--- config.mk ---
export PLATFORM = sky130hd
export DESIGN_NAME = seq_restoring_divider
export DESIGN_NICKNAME = d
export VERILOG_FILES = /design/src/rtl/seq_restoring_divider.sv
export SDC_FILE = /design/constraint.sdc
export NUM_CORES = 1
export LEC_CHECK = 0
export ABC_AREA = 1
export BUFFER_PORTS_ARGS = -buffer_cell sky130_fd_sc_hd__buf_2
export CAP_MARGIN = 20
export CORE_UTILIZATION = 56
export DETAILED_ROUTE_END_ITERATION = 12
export GPL_TIMING_DRIVEN = 1
export PLACE_DENSITY = 0.88
export REMOVE_ABC_BUFFERS = 1
export SLEW_MARGIN = 20
export SYNTH_ARGS = -nofsm -noshare
export SYNTH_HDL_FRONTEND = slang
export SYNTH_SLANG_ARGS = --single-unit
export TNS_END_PERCENT = 50
--- constraint.sdc ---
create_clock -name clk -period 2.25 [get_ports clk]
set_clock_uncertainty 0.2 [all_clocks]
set_input_delay 0.1125 -clock clk [delete_from_list [all_inputs] [get_ports clk]]
set_output_delay 0.1125 -clock clk [all_outputs]
set_load 0.005 [all_outputs]
--- src/rtl/seq_restoring_divider.sv ---
// Sequential restoring divider: one quotient bit per clock, MSB first, fixed latency.
// Optional macro DIV_ZERO_DETECT_EN short-circuits divide-by-zero straight to DONE.
module seq_restoring_divider #(
    parameter int WIDTH = 8
) (
    input  logic             clk,
    input  logic             rst,
    input  logic             start,
    input  logic [WIDTH-1:0] dividend,
    input  logic [WIDTH-1:0] divisor,
    output logic             busy,
    output logic             done,
    output logic [WIDTH-1:0] quotient,
    output logic [WIDTH-1:0] remainder,
    output logic             div_by_zero
);

    localparam int CW = (WIDTH > 2) ? $clog2(WIDTH) : 1;

    typedef enum logic [1:0] {
        IDLE = 2'd0,
        CALC = 2'd1,
        DONE = 2'd2
    } state_t;

    state_t           state;
    state_t           state_next;
    logic [WIDTH:0]   rem;        // partial remainder, one guard bit
    logic [WIDTH-1:0] dq;         // dividend shifts out the top, quotient shifts in the bottom
    logic [WIDTH-1:0] dvsr;
    logic [CW-1:0]    cnt;
    logic             dz_flag;
    logic             zero_div;
    logic             last_step;
    logic [WIDTH+1:0] ext;
    logic [WIDTH+1:0] trial;
    logic             trial_neg;

`ifdef DIV_ZERO_DETECT_EN
    assign zero_div = (divisor == '0);
`else
    assign zero_div = 1'b0;
`endif

    assign last_step = (cnt == CW'(WIDTH - 1));

    // One restoring step: the extra top bit of trial is the borrow/sign.
    assign ext       = {rem, dq[WIDTH-1]};
    assign trial     = ext - {2'b00, dvsr};
    assign trial_neg = trial[WIDTH+1];

    // NOTE: sequential state uses non-blocking assignments so every register
    // samples pre-edge values; blocking here would create order-dependent races.
    always_ff @(posedge clk or posedge rst) begin
        if (rst) begin
            state <= IDLE;
        end else begin
            state <= state_next;
        end
    end

    // NOTE: the default assignment before the case keeps this purely
    // combinational; leaving a path unassigned would infer a latch.
    always_comb begin
        state_next = state;
        case (state)
            IDLE: if (start) state_next = zero_div ? DONE : CALC;
            CALC: if (last_step) state_next = DONE;
            DONE: state_next = IDLE;
            default: state_next = IDLE;
        endcase
    end

    always_comb begin
        busy = (state == CALC);
    end

    always_ff @(posedge clk or posedge rst) begin
        if (rst) begin
            rem         <= '0;
            dq          <= '0;
            dvsr        <= '0;
            cnt         <= '0;
            dz_flag     <= 1'b0;
            done        <= 1'b0;
            quotient    <= '0;
            remainder   <= '0;
            div_by_zero <= 1'b0;
        end else begin
            done <= 1'b0;
            case (state)
                IDLE: begin
                    if (start) begin
                        dvsr    <= divisor;
                        cnt     <= '0;
                        dz_flag <= zero_div;
                        // A detected zero divisor preloads the final answer
                        // so DONE publishes it through the same path.
                        if (zero_div) begin
                            dq  <= '1;
                            rem <= {1'b0, dividend};
                        end else begin
                            dq  <= dividend;
                            rem <= '0;
                        end
                    end
                end
                CALC: begin
                    rem <= trial_neg ? ext[WIDTH:0] : trial[WIDTH:0];
                    dq  <= {dq[WIDTH-2:0], ~trial_neg};
                    cnt <= cnt + 1'b1;
                end
                DONE: begin
                    quotient    <= dq;
                    remainder   <= rem[WIDTH-1:0];
                    div_by_zero <= dz_flag;
                    done        <= 1'b1;
                end
                default: ;
            endcase
        end
    end

endmodule

; Word level (Yosys, flattened, before mapping)
; Cells that the tools add are included.
[word_totals]
ff_bits = 47
wordCells = 32
[classes]
n_addsub = 2
n_eq_ne = 5
muxes = 11
n_bitwise = 1
n_reduce_logical = 5
[op_table]
columns = operator, n
row1 = $mux W9, 2
row2 = $pmux W9 S2, 1
row3 = $pmux W8 S2, 1
row4 = $sub A10 B8 Y10, 1
row5 = $mux W8, 1
row6 = $pmux W3 S2, 1
row7 = $reduce_and A2 Y1, 3
row8 = $mux W2, 2
row9 = $pmux W2 S2, 1
row10 = $add A3 B1 Y3 const B, 1
row11 = $eq A3 B3 Y1 const B, 1
row12 = $mux W3, 1
row13 = $eq A2 B1 Y1 const B, 1
row14 = $eq A2 B2 Y1 const B, 1
row15 = $logic_not A2 Y1, 1
row16 = $ne A2 B1 Y1 const B, 1
row17 = $ne A2 B2 Y1 const B, 1
row18 = $reduce_bool A2 Y1, 1
row19 = $mux W1, 1
row20 = $not A1 Y1, 1

; Longest topological paths before layout
[logic_depth]
ltp_word = 3
ltp_mapped = 14
mapped_depth_nobuf = 14

; Least setup slack after synthesis
; OpenSTA, ideal clock, no wires.
[synth_path]
path_kind = reg2reg
startpoint = reg rem[3]
endpoint = reg rem[7]
setup_time_ns = 0.117
arrival_time_ns = 1.535
required_ns = 1.933
slack_ns = 0.397
path_stages_with_launch = 12
path_buffers = 0
path_cell_list = dfrtp_1 > ha_1 > nand2_2 > inv_2 > nand2_2 > nand2_1 > nand2_2 > nand3_2 > nand2_4 > nand3_1 > nand3_1 > nand2_1
[synth_via]
elab_chain_cells = 3
[synth_lines]
columns = item, line_no
row1 = from (decl), 28  ; logic [WIDTH:0] rem;
row2 = from (signal assigned), 101  ; rem <= {1'b0, dividend};
row3 = from (signal assigned), 109  ; rem <= trial_neg ? ext[WIDTH:0] : trial[WIDTH:0];
row4 = $sub A10 B8 Y10, 49  ; assign trial = ext - {2'b00, dvsr};
row5 = $mux W9, 109
row6 = $pmux W9 S2, 91  ; case (state)
; Every way passes these cells.
; A chain may end at the register's enable or synchronous reset.

; Worst setup path in the final report
[layout_path]
startpoint = reg rem[2]
endpoint = reg rem[4]
; Same word-level chain as after synthesis.

==> impl_metrics.toml <==
[run_status]
status = "completed"

[sta]
setup_violations = 0
layout_setup_ws_ns = 0.167
hold_slack_ns = 0.0740
period_share_pct = 92.6
fmax_mhz = 480
tns_ns = 0
fin_crit_ns = 2.08
hold_viol = 0
drv_slew = 0
rsz0062_at_grt = "false"
worstMarginPinSlew_ns = 0.791
slew-limit-headroom_pct = 47.2

[finish]
diodes = 0
fin_nets = 388
syn_to_final_growth_pct = 20.6
drive_above_1_share_pct = 19.5
finalInstanceArea_mm2 = 0.00301
stdcell_count = 409
fin_util_pct = 72.7

[hold_path]
hp-class = "in -> reg"

[power]
peakVddDrop_uv = 778
clock_power_share_pct = 13.2
p_int_mw = 2.73
seqPwrFrac_pct = 28.9
pwr-share-comb_pct = 58.0
p_total_mw = 5.11
p_leak_nw = 1.63
p_sw_mw = 2.38
swShare_pct = 46.5
powerDensity_mw_per_mm2 = 1690

[drt]
wl_per_cell_um = 13.7
vias = 2163
vias_per_cell = 5.29
dr.pass1.iters = 4
drt-total-wl_mm = 5.59
first_iter_violations = 148
drcViolationCount = 0
postRouteAntennaNets = 0

[placed_design]
dp_cells = 384
gp_congestion = 0.877
dpl_cell_area_mm2 = 0.00272
io_buffers = 36
hpwl_mm = 3.64
dp_slack_ns = 0.190

[die]
fp.dieH_um = 68.8
core_mm2 = 0.00414
start_util_pct = 60.3
dieArea_mm2 = 0.00474
die_w_um = 68.8
pin_count = 38
rows = 23

[critical_path]
startpoint_type = "flip-flop"
cp_num_buf_inv = 1
crit_path_max_incr_delay_ns = 0.41
cp_slowest_cell = "dfrtp_1"
crit_type = "reg -> reg"
cp_max_fo = 7
path_cells = "ha_1, nand2_2, inv_2, nand2_2, nand2_1, nand2_2, nand3_2, nand2_2, nand3_1, nand3_1, nand2_1"
endpoint_kind = "flip-flop"
arrival_ns = 2.08
cpMostUsedCell = "nand2_2"
cp.required_ns = 2.25
cp_top_family = "simple AND/OR/NAND/NOR gates"

[global_routing]
first_global_vias = 1996
grt_pass1_wl_mm = 8.99
grt_use_total_pct = 26.7
grt_overflow = 0
grt_max_degree = 48
antenna_found_initial = 0

[clock_tree]
clock_latency_ns = 0.31
cts-root-buf = "clkbuf_8"
cts_max_level = 2
clk_path_buf_depth = 2
clkSlewWorstSetupHoldPaths_ns = 0.09
cts.sinks = 47
cts_setup_buffers = 0
cts_tree = "done"
cts-buffers-inserted = 5

[synthesis]
synthDistinctLibCells = 31
synth_warnings = 0
synthCells = 303
ys_seq_area_share_pct = 47.0
netlist_area_mm2 = 0.00250
avgSynthCellArea_um2 = 8.25
synth-seq-cells = 47

[run]
maxCapViolations = 0
## cell usage after synthesis (all sizes together)
master	count	area [um2]
a21oi	9	60.1
a22o	2	17.5
buf	4	27.5
clkbuf	4	15.0
conb	1	3.75
dfrtp	47	1180
fa	1	20.0
ha	10	125
inv	47	176
nand2	93	379
nand3	32	178
nand3b	1	7.51
nand4	4	46.3
nor2	14	75.1
o211ai	1	7.51
o21ai	23	115
o22ai	7	43.8
xnor2	2	17.5
xor2	1	8.76
## cell families after synthesis
group	Yosys count	share of synthesized area [%]
buffers and inverters	55	8.76
AO/OA/AOI/OAI	42	9.76
AND/OR/NAND/NOR	144	27.4
other	1	0.150
adder cells (fa/ha/maj)	11	5.81
flip-flops	47	47.0
XOR/XNOR	3	1.05
## sequential cells by signal (all words and copies together), names as in the netlist
name / cells
cnt: 3
done: 1
dvsr: 8
state: 2
dq: 8
remainder: 8
quotient: 8
rem: 9
## worst reg2reg max path: stages (launching register included)
cell	delay [ns]
dfrtp_1	0.41
ha_1	0.37
nand2_2	0.14
inv_2	0.04
nand2_2	0.08
nand2_1	0.08
nand2_2	0.13
nand3_2	0.12
nand2_2	0.17
nand3_1	0.10
nand3_1	0.10
nand2_1	0.05
## worst paths after layout
check | from | to | slack (ns) | depth (start not counted)
min reg2reg | quotient[3]$_DFFE_PP0P_ | quotient[3]$_DFFE_PP0P_ | 0.28 | 2
min in group asynchronous | rst | dvsr[7]$_DFFE_PP0P_ | 0.30 | 4
max reg2reg | rem[2]$_DFFE_PP0P_ | rem[4]$_DFFE_PP0P_ | 0.17 | 11
max in group asynchronous | rst | rem[5]$_DFFE_PP0P_ | 1.13 | 4
min | start | cnt[0]$_DFFE_PP0P_ | 0.07 | 4
max | rem[2]$_DFFE_PP0P_ | rem[4]$_DFFE_PP0P_ | 0.17 | 11
## area by class of cell
class                   instances  area [um2]
multi-input cells             201        1100
inverters                      47         176
clock buffers                   6        82.6
well taps                      50        62.6
fillers                       320        1130
flip-flops and latches         47        1180
clock inverters                 2        38.8
repair buffers                 56         373
## layer usage
metal	global-route usage, %	wire length (um)	vias to the layer above
met5	0	0	-
met4	10.5	79	0
met3	5.76	324	8
met2	44.2	2610	76
met1	34.0	2570	1006
li1	-	-	1073
## power groups by stage
stage / logic, mW / registers (mW) / clock network, mW
floorplan: 2.22 / 1.45 / 0
global placement: 2.81 / 1.46 / 0
detailed placement: 2.89 / 1.48 / 0
CTS: 2.94 / 1.47 / 0.675
global route: 3.36 / 1.52 / 0.711
finish: 2.96 / 1.47 / 0.672
## repair_timing
action,4_1_cts,5_1_grt
hold buffers,17,0
hold endpoints to repair,63,0
setup endpoints to repair,0,0
gates resized for setup,0,0
## cell usage in the layout (no fill, tap or decap), drive strengths merged
cell type	n
ha	10
nand3b	1
nand4	4
dfrtp	47
a21oi	9
nand3	32
buf	39
bufinv	1
dlygate4sd3	17
conb	1
xnor2	2
a22o	2
clkbuf	6
o211ai	1
nand2	93
fa	1
xor2	1
inv	48
o22ai	7
nor2	14
o21ai	23
Power figures use the tool's default switching activity.
